===== config.mk =====
export PLATFORM = sky130hd
export DESIGN_NAME = reset_sequencer
export DESIGN_NICKNAME = d
export VERILOG_FILES = /design/src/rtl/reset_sequencer.sv
export SDC_FILE = /design/constraint.sdc
export NUM_CORES = 1
export LEC_CHECK = 0
export CORE_MARGIN = 1.5
export CORE_UTILIZATION = 52
export CTS_BUF_LIST = sky130_fd_sc_hd__clkbuf_4 sky130_fd_sc_hd__clkbuf_8
export DETAILED_ROUTE_END_ITERATION = 8
export GPL_TIMING_DRIVEN = 1
export PLACE_DENSITY = 0.74
export SYNTH_ARGS = -nofsm -noshare
export SYNTH_HDL_FRONTEND = slang
export SYNTH_SLANG_ARGS = --single-unit

===== constraint.sdc =====
create_clock -name clk -period 3.6 [get_ports clk]
set_input_delay 1.08 -clock clk [delete_from_list [all_inputs] [get_ports clk]]
set_output_delay 1.08 -clock clk [all_outputs]
set_load 0.05 [all_outputs]

===== src/rtl/reset_sequencer.sv =====
// Ordered reset-release sequencer: waits for a stable PLL lock, then releases
// per-stage resets one at a time; lock loss or a soft request re-asserts them all.
module reset_sequencer #(
  parameter int NUM_STAGES  = 3,
  parameter int LOCK_CYCLES = 16,
  parameter int STAGE_GAP   = 8,
  parameter int SOFT_HOLD   = 4
) (
  input  logic                  clk,
  input  logic                  rst,
  input  logic                  pll_locked,
  input  logic                  soft_rst_req,
  output logic [NUM_STAGES-1:0] stage_rst,
  output logic                  seq_done,
  output logic                  lock_lost
);

  localparam int MAX_LG = (LOCK_CYCLES > STAGE_GAP) ? LOCK_CYCLES : STAGE_GAP;
  localparam int MAX_C  = (MAX_LG > SOFT_HOLD) ? MAX_LG : SOFT_HOLD;
  localparam int CW     = $clog2(MAX_C) + 1;
  localparam int IW     = (NUM_STAGES > 1) ? $clog2(NUM_STAGES) : 1;

  localparam logic [CW-1:0] LOCK_LAST = CW'(LOCK_CYCLES - 1);
  localparam logic [CW-1:0] GAP_LAST  = CW'(STAGE_GAP - 1);
  localparam logic [CW-1:0] HOLD_LAST = CW'(SOFT_HOLD - 1);
  localparam logic [IW-1:0] IDX_LAST  = IW'(NUM_STAGES - 1);

  typedef enum logic [1:0] {
    WAIT_LOCK,
    RELEASE,
    RUN,
    HOLD
  } state_t;

  state_t                  state, state_nxt;
  logic [CW-1:0]           cnt, cnt_nxt, cnt_inc;
  logic [IW-1:0]           idx, idx_nxt;
  logic [NUM_STAGES-1:0]   stage_nxt;
  logic                    done_nxt, lost_nxt;

  // Saturating increment shared by every state.
  assign cnt_inc = (cnt == '1) ? cnt : cnt + 1'b1;

  always_comb begin
    state_nxt = state;
    cnt_nxt   = cnt;
    idx_nxt   = idx;
    stage_nxt = stage_rst;
    done_nxt  = seq_done;
    lost_nxt  = 1'b0;

    if (state != WAIT_LOCK && !pll_locked) begin
      state_nxt = WAIT_LOCK;
      cnt_nxt   = '0;
      stage_nxt = '1;
      done_nxt  = 1'b0;
      lost_nxt  = 1'b1;
    end else if ((state == RELEASE || state == RUN) && soft_rst_req) begin
      state_nxt = HOLD;
      cnt_nxt   = '0;
      stage_nxt = '1;
      done_nxt  = 1'b0;
    end else begin
      case (state)
        WAIT_LOCK: begin
          if (!pll_locked) begin
            cnt_nxt = '0;
          end else if (cnt == LOCK_LAST) begin
            state_nxt = RELEASE;
            cnt_nxt   = '0;
            idx_nxt   = '0;
          end else begin
            cnt_nxt = cnt_inc;
          end
        end
        RELEASE: begin
          if (cnt == GAP_LAST) begin
            for (int unsigned i = 0; i < NUM_STAGES; i++) begin
              if (idx == IW'(i)) stage_nxt[i] = 1'b0;
            end
            cnt_nxt = '0;
            idx_nxt = idx + 1'b1;
            if (idx == IDX_LAST) begin
              state_nxt = RUN;
              done_nxt  = 1'b1;
            end
          end else begin
            cnt_nxt = cnt_inc;
          end
        end
        HOLD: begin
          if (soft_rst_req) begin
            cnt_nxt = '0;
          end else if (cnt == HOLD_LAST) begin
            state_nxt = RELEASE;
            cnt_nxt   = '0;
            idx_nxt   = '0;
          end else begin
            cnt_nxt = cnt_inc;
          end
        end
        default: ;
      endcase
    end
  end

  always_ff @(posedge clk) begin
    if (rst) begin
      state     <= WAIT_LOCK;
      cnt       <= '0;
      idx       <= '0;
      stage_rst <= '1;
      seq_done  <= 1'b0;
      lock_lost <= 1'b0;
    end else begin
      state     <= state_nxt;
      cnt       <= cnt_nxt;
      idx       <= idx_nxt;
      stage_rst <= stage_nxt;
      seq_done  <= done_nxt;
      lock_lost <= lost_nxt;
    end
  end

endmodule


# Word-level counts from Yosys, hierarchy flattened
# Cells that the tools add are included.
[word_totals] regBits=14 latch_bits=0 ram_bits=0 mem_bits_ro=0 input_bits=4 word_cells=70 n_memories=0
[op_classes] add_sub_neg=2 n_mul=0 div_mod_pow=0 order_cmp=0 n_eq_ne=20 shifts=0 mux=22 bitwise=2 reduce_logical=16
[op_table] operator="$mux W5" n=6
[op_table] operator="$mux W2" n=12
[op_table] operator="$pmux W5 S3" n=1
[op_table] operator="$ne A3 B3 Y1 const B" n=4
[op_table] operator="$pmux W2 S3" n=2
[op_table] operator="$reduce_and A3 Y1" n=3
[op_table] operator="$ne A2 B2 Y1 const B" n=4
[op_table] operator="$reduce_and A8 Y1" n=1
[op_table] operator="$reduce_and A7 Y1" n=1
[op_table] operator="$eq A2 B2 Y1 const B" n=3
[op_table] operator="$ne A3 B1 Y1 const B" n=2
[op_table] operator="$add A5 B1 Y5 const B" n=1
[op_table] operator="$eq A5 B2 Y1 const B" n=1
[op_table] operator="$eq A5 B3 Y1 const B" n=1
[op_table] operator="$eq A5 B4 Y1 const B" n=1
[op_table] operator="$eq A5 B5 Y1 const B" n=1
[op_table] operator="$eq A2 B1 Y1 const B" n=2
[op_table] operator="$logic_not A2 Y1" n=2
[op_table] operator="$reduce_bool A4 Y1" n=1
[op_table] operator="$reduce_bool A3 Y1" n=1
[op_table] operator="$reduce_or A3 Y1" n=1
[op_table] operator="$add A2 B1 Y2 const B" n=1
[op_table] operator="$logic_and A1 B1 Y1" n=2
[op_table] operator="$ne A2 B1 Y1 const B" n=1
[op_table] operator="other kinds (6)" n=7

# Logic depth before layout (Yosys ltp)
[logic_depth] depth_word=5 depth_mapped=7

# Worst setup path after synthesis
# Ideal clock, no wire load.
[synth_path] path_type="input to register" startpoint="in pll_locked" endpoint="reg cnt[0]" setup_ps=78 arrival_time_ps=1860 t_required_ps=3522 setup_slack_ps=1662 stages=4 path_buffers=0 path_cell_list="or3b_1 > o22ai_2 > a211oi_1 > nor3_1"
[synth_between] elab_chain_len=3 elab_cells_between_ends=5 classes_between="2 x mux; 3 x reduce/logical"
[synth_rtl] element="start: declaration" line="11" source="input logic pll_locked,"
[synth_rtl] element="branches (longest 3 deep; another with $mux W5)"
[synth_rtl] element="end signal: assignment" line="117" source="cnt <= cnt_nxt;"
[synth_rtl] element="end: declaration" line="36" source="logic [CW-1:0] cnt, cnt_nxt, cnt_inc;"
# Parallel ways; which one is timed is not known.
# A chain may end at the register's enable or synchronous reset.

# Worst setup path after layout
[layout_path] startpoint="reg stage_rst[1]" endpoint="out stage_rst[1]"
[layout_rtl] element="start: declaration" line="13" source="output logic [NUM_STAGES-1:0] stage_rst,"
[layout_rtl] element="start signal: assignment" line="119" source="stage_rst <= stage_nxt;"
# No word-level cell between the ends.

==> metrics.cfg <==
[cts]
cts_max_path_buffers=2
post-cts-setup-buffers=0
clk_pin_slew_ns=0.09
clock_sinks=14
clk_latency_ns=0.28
cts_max_level=1
ctsHoldBuffers=0
cts_inserted_buffers=3
cts_tree=built
cts_root_buffer=clkbuf_4
cts_resized=0

[layout]
fin_util_pct=61.7
syn2layout_area_growth_pct=12.6
diodes=0
instances_no_fill=129
drive_gt1_share_pct=12.5
nets=125
multiInputGateArea_sq_um=594
fill_cells=154
regArea_sq_um=280

[synthesis]
synth_edf_count=0
yosys.area.top_type_share_pct=30.3
ys_seq_area_share_pct=30.3
synth_async_sr_flop_share_pct=0
synthMostInstantiatedCell=dfxtp_1
ys_ff_latch=14
postSynthCellCount=103
synth_fp_nets=115
yosysTopAreaCell=dfxtp_1
synth_ff_type=dfxtp_1
netlist_area_sq_um=926
synthTopCellsByArea=dfxtp_1 30%, ha_1 11%, nand2_1 3.6%
yosysWarnings=0
avgSynthCellArea_sq_um=8.99
synth.distinct_cells=39
synthTopCellsByCount=14 x dfxtp_1, 9 x nand2_1, 8 x ha_1, 8 x inv_1, 6 x nand3_1

[route]
vias=800
antenna_left=0
drt_iter0_drc=16
via_per_inst=6.20
totalWireLength_mm=1.79
drtPass1Iterations=4
wire_per_inst_microns=13.8
post-route-drc-count=0

[sta]
setup_slack_ns=1.10
slew_headroom_pct=60.5
post-route-period-util_pct=69.5
tns_ns=0
fmax_mhz=400
hold-worst-slack_ns=0.445
fin_skew_ns=0.00737
tightest_slew_ns=0.586
fin_crit_ns=2.50
rsz0062_at_grt=no
hold_viol_final=0
finalMaxSlewViolations=0
setup-violations-final=0

[critical_path]
crit_path_max_incr_delay_ns=0.80
start_kind=flop
worstPathCellList=clkdlybuf4s50_1
critical_path.max_fanout=2
cp_slowest_cell=clkdlybuf4s50_1
critical_path_class=flop to output port
crit_path_start=stage_rst[1]$_SDFFE_PP1P_
end_kind=output port
r2r-start=state[1]$_SDFFE_PP0P_
critPathRequiredTime_ns=2.52
cp.arrival_ns=1.42
cp_num_buf_inv=1
path_delay_family=buffers and inverters

[placement]
portBuffers=8
dp.cells=125
hpwl_mm=1.31
routabilityCongestion=0.889
dp_slack_ns=1.02

[pwr]
p_switching_w=0.0000641
ir_drop_uv=219
p_per_area_mw_per_mm2=278
leakage_nw=0.382
p_int_w=0.000225
sequentialPowerShare_pct=54.3
pwr-share-clk_pct=39.6
switching_share_pct=22.1
power_frac_comb_pct=6.1

[floorplan]
io_pins=9
rows=15
fp.dieArea_sq_mm=0.00204
initial_core_util_pct=54.8
core_sq_mm=0.00169
die_y_microns=45.2
die_w_microns=45.2

[global_route]
grt_pass1_wl_mm=2.98
overflow=0
grt_pass1_vias=720
grt_usage_pct=20.1
grt_max_degree=15
antenna_found_initial=0

[flow_run]
drv_cap=0

[run_status]
status=finished, final reports clean

[min_path]
holdCritStartpoint=seq_done$_SDFFE_PP0P_
hold_path_class=flop to flop

placed cells by master (no fill, tap or decap), types with 3 or more instances in the layout:
| cell type | instances |
|---|---|
| dfxtp_1 | 14 |
| nor3_1 | 4 |
| nand3_1 | 6 |
| clkdlybuf4s50_1 | 8 |
| ha_1 | 8 |
| nor2_1 | 5 |
| a21oi_1 | 5 |
| nand2_1 | 9 |
| clkbuf_4 | 3 |
| mux2i_1 | 3 |
| inv_1 | 8 |
| a21o_1 | 3 |
sequential cells by signal, summed over array words and instances (netlist names):
register and cells:
cnt 5, idx 2, lock_lost 1, seq_done 1
stage_rst 3, state 2
path summary, 6_finish.rpt:
path,end,slack [ns],cells past startpoint
setup / recovery,stage_rst[1],1.10,1
hold / removal,seq_done$_SDFFE_PP0P_,0.44,2
setup reg to reg,state[1]$_SDFFE_PP0P_,1.61,6
hold reg to reg,seq_done$_SDFFE_PP0P_,0.44,2
final cells by class:
| class | count | area share, % |
|---|---|---|
| inverters | 8 | 2.88 |
| repair buffers | 8 | 7.68 |
| multi-input cells | 78 | 57.0 |
| flip-flops and latches | 14 | 26.9 |
| clock buffers | 4 | 3.48 |
| well taps | 17 | 2.04 |
worst register-to-register path: cells and delay by family, from the launching register on:
kind	cells	cell delay, ns
AOI/OAI and AO/OA	1	0.24
adders and majority gates	1	0.35
and+or+nand+nor	3	0.77
DFF	1	0.41
buffers and inverters	1	0.11
metal layers:
layer / global-route usage (%) / vias to the layer above / wire, microns / share of wire (%)
met2: 34.6 / 14 / 921 / 52
li1: - / 398 / - / -
met1: 24.3 / 386 / 791 / 44
met3: 3.60 / 2 / 60 / 3.4
met5: 0 / - / 0 / 0
met4: 8.82 / 0 / 12 / 0.67
power groups by stage:
stage	logic (W)	clock network, W	registers, W
6_report	0.0000175	0.000115	0.000157
5_1_grt	0.0000194	0.000123	0.000157
4_1_cts	0.0000173	0.000118	0.000157
3_5_place_dp	0.0000173	0	0.000161
3_3_place_gp	0.0000167	0	0.000161
2_1_floorplan	0.0000107	0	0.000161
cell families after synthesis:
kind of cell,synth area share [%]
compound gates,21.8
xor+xnor,0.946
mux,3.24
simple gates,27.4
flops,30.3
buf+inv,5.54
fa+ha+maj,10.8
through the flow:
stage / instance area, sq um / total power (W)
final: 1040 / 0.000289
after CTS: 1040 / 0.000293
after floorplan: 926 / 0.000171
after global placement: 1010 / 0.000178
after detailed placement: 1010 / 0.000178
after global routing: 1040 / 0.000300
(Power assumes the default switching activity.)
